[config.mk]
export PLATFORM = sky130hd
export DESIGN_NAME = prog_sequencer
export DESIGN_NICKNAME = d
export VERILOG_FILES = /design/src/rtl/prog_seq_pkg.sv /design/src/rtl/sat_counter.sv /design/src/rtl/prog_sequencer.sv
export SDC_FILE = /design/constraint.sdc
export NUM_CORES = 1
export LEC_CHECK = 0
export BUFFER_PORTS_ARGS = -buffer_cell sky130_fd_sc_hd__buf_2
export CAP_MARGIN = 0
export CORE_MARGIN = 5
export CORE_UTILIZATION = 50
export DETAILED_ROUTE_END_ITERATION = 10
export GPL_ROUTABILITY_DRIVEN = 1
export PLACE_DENSITY_LB_ADDON = 0.12
export SLEW_MARGIN = 20
export SYNTH_ARGS = -nofsm -noshare
export SYNTH_HDL_FRONTEND = slang
export SYNTH_HIERARCHICAL = 1
export SYNTH_SLANG_ARGS = --single-unit
[constraint.sdc]
create_clock -name Clk -period 3.35 [get_ports Clk]
set_input_delay 0.5025 -clock Clk [delete_from_list [all_inputs] [get_ports Clk]]
set_output_delay 0.5025 -clock Clk [all_outputs]
set_load 0.01 [all_outputs]
[src/rtl/prog_seq_pkg.sv]
// Shared types and helpers for the program sequencer.
package prog_seq_pkg;

    typedef enum logic [2:0] {IDLE, ARMED, RUN, DONE, TOUT} seq_state_t;

    // Index width that never collapses to zero for single-program batches.
    function automatic int unsigned idx_w(input int unsigned n);
        return (n <= 1) ? 1 : int'($clog2(n));
    endfunction

endpackage

[src/rtl/sat_counter.sv]
// Up-counter with synchronous clear and saturation at all-ones.
module sat_counter #(
    parameter int unsigned W = 16
) (
    input  logic         clk_i,
    input  logic         clr_i,
    input  logic         en_i,
    output logic [W-1:0] cnt_o
);

    logic [W-1:0] cnt_q, cnt_d;

    always_comb begin
        cnt_d = cnt_q;
        if (clr_i) begin
            cnt_d = '0;
        end else if (en_i && (cnt_q != '1)) begin
            cnt_d = cnt_q + W'(1);
        end
    end

    always_ff @(posedge clk_i) begin
        cnt_q <= cnt_d;
    end

    assign cnt_o = cnt_q;

endmodule

[src/rtl/prog_sequencer.sv]
// Batch program sequencer: Start/Ack handshake, PC base loading, run gating,
// per-program cycle counting and optional watchdog.
module prog_sequencer
    import prog_seq_pkg::*;
#(
    parameter int unsigned PC_W    = 10,
    parameter int unsigned NPROG   = 3,
    parameter int unsigned CNT_W   = 16,
    parameter int unsigned MAX_CYC = 0
) (
    input  logic                     Clk,
    input  logic                     Reset,
    input  logic                     Start,
    input  logic [NPROG*PC_W-1:0]    ProgBase,
    input  logic                     Halt,
    output logic                     Run,
    output logic                     PcLoad,
    output logic [PC_W-1:0]          PcLoadAddr,
    output logic                     Ack,
    output logic                     Timeout,
    output logic [idx_w(NPROG)-1:0]  ProgIdx,
    output logic [CNT_W-1:0]         CycleCount
);

    localparam int unsigned       IW      = idx_w(NPROG);
    localparam logic [IW-1:0]     LastIdx = IW'(NPROG - 1);
    // Only meaningful when MAX_CYC != 0; wd_hit is gated accordingly.
    localparam logic [CNT_W-1:0]  WdLast  = CNT_W'(MAX_CYC - 1);

    seq_state_t    state_q, state_d;
    logic [IW-1:0] prog_idx_q, prog_idx_d;
    logic          timeout_q, timeout_d;
    logic          wd_hit;
    logic          cnt_clr;
    logic [31:0]   base_sel;

    assign wd_hit = (MAX_CYC != 0) && (CycleCount == WdLast);

    // Priority in RUN: Start (abort) over Halt over watchdog.
    always_comb begin
        state_d    = state_q;
        prog_idx_d = prog_idx_q;
        timeout_d  = timeout_q;
        unique case (state_q)
            IDLE: begin
                if (Start) state_d = ARMED;
            end
            ARMED: begin
                if (!Start) begin
                    state_d   = RUN;
                    timeout_d = 1'b0;
                end
            end
            RUN: begin
                if (Start) begin
                    state_d = ARMED;
                end else if (Halt) begin
                    state_d = DONE;
                end else if (wd_hit) begin
                    state_d   = TOUT;
                    timeout_d = 1'b1;
                end
            end
            DONE, TOUT: begin
                if (Start) begin
                    state_d    = ARMED;
                    prog_idx_d = (prog_idx_q == LastIdx) ? '0 : prog_idx_q + 1'b1;
                end
            end
            default: state_d = IDLE;
        endcase
    end

    always_ff @(posedge Clk) begin
        if (Reset) begin
            state_q    <= IDLE;
            prog_idx_q <= '0;
            timeout_q  <= 1'b0;
        end else begin
            state_q    <= state_d;
            prog_idx_q <= prog_idx_d;
            timeout_q  <= timeout_d;
        end
    end

    // Clearing on ARMED entry keeps the count at 0 for the whole ARMED dwell.
    assign cnt_clr = Reset || (state_d == ARMED);

    sat_counter #(
        .W (CNT_W)
    ) u_cycle_cnt (
        .clk_i (Clk),
        .clr_i (cnt_clr),
        .en_i  (state_q == RUN),
        .cnt_o (CycleCount)
    );

    assign base_sel   = 32'(prog_idx_q) * PC_W;
    assign Run        = (state_q == RUN);
    assign PcLoad     = (state_q == ARMED);
    assign PcLoadAddr = PcLoad ? ProgBase[base_sel +: PC_W] : '0;
    assign Ack        = (state_q == DONE) || (state_q == TOUT);
    assign Timeout    = timeout_q;
    assign ProgIdx    = prog_idx_q;

endmodule
**Word level (Yosys, flattened, before mapping)**

Cells that the tools add are included.

- $add $sub $neg: 2
- Multipliers: 1
- Equal/unequal tests: 7
- Shift operators: 1
- Multiplexer cells: 7
- Reduce and logical (&&, ||, !) cells: 7

Operator list:

| kind | count |
|---|---|
| 30-bit by 7-bit indexed part select with 10-bit output | 1 |
| 16-bit by 1-bit adder with 16-bit output (second input constant) | 1 |
| 16-bit inequality test (second input constant) | 1 |
| 3-bit 2-to-1 mux | 4 |
| 10-bit 2-to-1 mux | 1 |
| 3-bit case mux with 3 select lines | 1 |
| 3-bit by 1-bit == test with 1-bit output (second input constant) | 2 |
| 3-bit by 2-bit == test with 1-bit output (second input constant) | 2 |
| 2-bit by 3-bit multiplier with 5-bit output (second input constant) | 1 |
| 3-bit == test (second input constant) | 1 |
| 3-bit logical NOT | 1 |
| 3-bit OR reduction | 1 |
| 2-bit by 1-bit adder with 2-bit output (second input constant) | 1 |
| 2-bit == test (second input constant) | 1 |
| 1-bit logical OR | 2 |
| 2-bit 2-to-1 mux | 1 |
| 2-bit AND reduction | 1 |
| 2-bit OR reduction | 1 |
| 1-bit logical AND | 1 |

- Register bits after elaboration: 21
- Input bits: 34
- Output and inout bits: 32
- Word-level logic and storage cells: 28

**Longest topological paths before layout**

- Word-level depth: 5
- Gate-level depth with buffers: 6
- Mapped depth without buffers: 5

**By module**

Netlist, hierarchy kept.

Modules (own cells, without submodules):

| module | instances | cells an instance | area an instance (um2) | seq. area each (um2) |
|---|---|---|---|---|
| sat_counter | 1 | 99 | 848.3 | 320.3 |
| prog_sequencer | 1 | 77 | 575.6 | 100.1 |

**Worst setup path before layout**

No wires, ideal clock.

- Kind: register to register
- Start: reg state_q[1]
- End: reg u_cycle_cnt.cnt_q[7] (netlist: u_cycle_cnt/cnt_o[7])
- Library setup time: 70 ps
- Arrival: 2001 ps
- Required time: 3280 ps
- Setup slack: 1279 ps
- Stages on the path, launching flop included: 6
- Buffers on the path: 1
- Period minus slack after synthesis: 2071 ps
- Path through: dfxtp_1 > nor3b_1 > nand2_1 > clkbuf_1 > or4_1 > a21oi_1

- Elaborated cells on any way between the ends: 14
- Those cells by class: eq/ne (5); mux (5); reduce/logical (4)

RTL lines:

| element | RTL line | RTL |
|---|---|---|
| start, declared | prog_sequencer.sv:30 | `seq_state_t state_q, state_d;` |
| start signal, assigned | prog_sequencer.sv:80 | `state_q <= state_d;` |
| 3-bit by 2-bit == test with 1-bit output * | - |  |
| named net Run | prog_sequencer.sv:16 | `output logic Run,` |
| 3-bit case mux with 3 select lines | prog_sequencer.sv:44 | `unique case (state_q)` |
| 3-bit by 1-bit == test with 1-bit output | prog_sequencer.sv:87 | `assign cnt_clr = Reset \|\| (state_d == ARMED);` |
| 1-bit logical OR | prog_sequencer.sv:87 |  |
| end signal, assigned | sat_counter.sv:23 | `cnt_q <= cnt_d;` |
| end, declared | sat_counter.sv:11 | `logic [W-1:0] cnt_q, cnt_d;` |

The timed path passes the listed nets; every way through them passes the cells marked *.
A chain may end at the register's enable or synchronous reset.

**Final worst setup path**

- Start: reg prog_idx_q[1] (netlist: ProgIdx[1])
- End: out PcLoadAddr[8]

- Longest elaborated chain between the ends: 3

RTL lines:

| element | RTL line | RTL |
|---|---|---|
| start, declared | prog_sequencer.sv:31 | `logic [IW-1:0] prog_idx_q, prog_idx_d;` |
| start signal, assigned | prog_sequencer.sv:81 | `prog_idx_q <= prog_idx_d;` |
| 2-bit by 3-bit multiplier with 5-bit output | prog_sequencer.sv:98 | `assign base_sel = 32'(prog_idx_q) * PC_W;` |
| 30-bit by 7-bit indexed part select with 10-bit output | prog_sequencer.sv:101 | `assign PcLoadAddr = PcLoad ? ProgBase[base_sel +: PC_W] : '0;` |
| 10-bit 2-to-1 mux | prog_sequencer.sv:101 |  |
| end, declared | prog_sequencer.sv:18 | `output logic [PC_W-1:0] PcLoadAddr,` |

No other way between the ends.

==> out/metrics.yaml <==
run_status:
  status: "completed"
placement:
  placed_area_um2: 1740
  port_buffers: 64
  globalplace.congestion: 0.879
  dpl.hpwl_um: 2890
  pre_cts_slack_ps: 1250
finish:
  stdcell_area_um2: 1760
  fillers: 239
  antenna_cells: 0
  syn2layout_area_growth_pct: 23.8
  drive_gt1_share_pct: 36.4
  layout.nets: 272
die:
  io_pins: 66
  die_x_um: 63.4
  start_util_pct: 52.1
  die_y_um: 63.4
  num_rows: 19
  coreArea_um2: 2730
  die_area_um2: 4020
timing:
  period_needed_ps: 2440
  hold_viol: 0
  rsz0062_at_grt: "no"
  final-setup-viol-count: 0
  tightest_slew_ps: 794
  clock_skew_ps: 6.02
  relSlewSlack_pct: 46.7
  period_share_pct: 72.8
  timing.fmax_ghz: 0.410
  setup_tns_ps: 0
  fin_ws_ps: 911
  slew_violations: 0
worst_setup_path:
  critPathTopFamily: "simple AND/OR/NAND/NOR gates"
  endpoint_kind: "output port"
  crit_arrival_ps: 1940
  critPathMaxStageDelay_ps: 630
  startpoint_type: "flop"
  cpMaxStageDelayCell: "nor2b_1"
  critPathKind: "flop to output port"
  cp_cell_sequence: "nor2b_1 -> nand2_1 -> a21oi_2 -> buf_2"
  required_ps: 2850
  path_buf_inv: 1
  path_max_fanout: 14
logic_synthesis:
  synth-seq-cells: 21
  synth_top_area_cell: "dfxtp_1"
  syn_nets: 211
  synth_edf_count: 0
  yosys-top-cells-area: "dfxtp_1 (30%), mux2i_1 (7.7%), a21oi_2 (6.2%), nand2_1 (5.5%), a21oi_1 (4.6%)"
  syn_inst: 176
  synth_top_area_share_pct: 29.5
  synth_flop_cell: "dfxtp_1"
  synthTopCellsByCount: "dfxtp_1 (21), nand2_1 (21), a21oi_1 (13)"
  async_flop_share_pct: 0
  avgSynthCellArea_um2: 8.09
  synthesis.area_um2: 1420
  yosys_warnings: 6
  yosysUniqueCellTypes: 44
  seq_area_frac_synth_pct: 29.5
power:
  power_density_nw_per_um2: 248
  ir_drop_v: 0.000235
  p_leak_nw: 0.722
detailed_routing:
  drc: 0
  drt-initial-drc-count: 77
  via_per_inst: 5.73
  routedWlPerCell_um: 13.8
  num_vias: 1529
  wl_um: 3690
  ant_nets: 0
  first_pass_iters: 4
clock_network:
  cts_sinks: 21
  clock_latency_ps: 300
  clkSlewWorstSetupHoldPaths_ps: 110
  cts_htree_levels: 1
  cts_tree: "done"
  clockRootBuffer: "clkbuf_4"
  cts_setup_buffers: 0
  cts_buffers: 3
  hold_buffers: 0
  cts-resized-gates: 0
  clock_path_buffers: 2
grt:
  grt_start_max_net_pins: 19
  first_global_vias: 1394
  grt.overflow.total: 0
  gr-usage-all-layers_pct: 18.0
  grt_pass1_wl_um: 6180
  antenna_found_initial: 0
run:
  maxCapViolations: 0
min_path:
  hold_class: "input pin to flop"
==> state kept, by name, summed over array words and instances, names as in the netlist <==
name	flops
ProgIdx	2
state_q	3
u_cycle_cnt/cnt_o	16
==> placed cells by master (no fill, tap or decap), types with 5 or more instances in the layout <==
| cell | count |
|---|---|
| or4_1 | 7 |
| nor2_1 | 7 |
| or2_1 | 8 |
| nand3_1 | 8 |
| nand2_1 | 21 |
| dfxtp_1 | 21 |
| a21oi_2 | 10 |
| o21ai_0 | 7 |
| buf_2 | 64 |
| nor3_1 | 5 |
| mux2i_1 | 11 |
| a21oi_1 | 13 |
| inv_1 | 5 |
| o31ai_1 | 6 |
==> per-stage QoR <==
stage	power, mW	hold WS (ps)	std cells	utilization (%)
floorplan	0.291	491	176	-
global placement	0.318	502	263	63.5
detailed placement	0.320	529	263	63.5
CTS	0.444	395	267	64.5
global route	0.458	410	267	64.5
finish	0.437	405	267	64.5
==> layout make-up <==
class	count	area (µm²)	area share (%)
Clock buffer	4	26.3	1.49
Inverter	6	22.5	1.28
Multi-Input combinational cell	140	927	52.6
Sequential cell	21	420	23.8
Tap cell	31	38.8	2.20
Timing Repair Buffer	65	328	18.6
==> kinds of logic after synthesis <==
group	Yosys count	share of synthesized area, %
AND/OR/NAND/NOR	83	34.8
AO/OA/AOI/OAI	41	19.4
flip-flops	21	29.5
buffers and inverters	15	5.36
multiplexers	12	8.52
XOR/XNOR	2	1.23
adder cells (fa/ha/maj)	1	0.879
other	1	0.263
==> power breakdown <==
group | total, mW | internal, mW | leakage (nW) | switching (mW)
Clock | 0.123 | 0.0464 | 0.0150 | 0.0767
Combinational | 0.0600 | 0.0301 | 0.537 | 0.0299
Sequential | 0.254 | 0.251 | 0.169 | 0.00257
Total | 0.437 | 0.328 | 0.722 | 0.109
==> metal layers <==
| layer | GRT usage [%] | vias up | part of all wire, % |
|---|---|---|---|
| met3 | 5.68 | 6 | 9.4 |
| met2 | 31.7 | 53 | 51 |
| met1 | 19.2 | 697 | 38 |
| li1 | - | 773 | - |
| met5 | 0 | - | 0 |
| met4 | 8.31 | 0 | 1.6 |
==> path summary, 6_finish.rpt <==
path	start	endpoint	slack, ps	depth (start not counted)
worst min-delay path	Reset	ProgIdx[0]	410	2
worst max-delay path	ProgIdx[1]	PcLoadAddr[8]	910	4
worst max register to register	u_cycle_cnt/cnt_o[0]	u_cycle_cnt/cnt_o[11]	1320	5
worst min register to register	u_cycle_cnt/cnt_o[9]	u_cycle_cnt/cnt_o[9]	540	2
(Power assumes the default switching activity.)
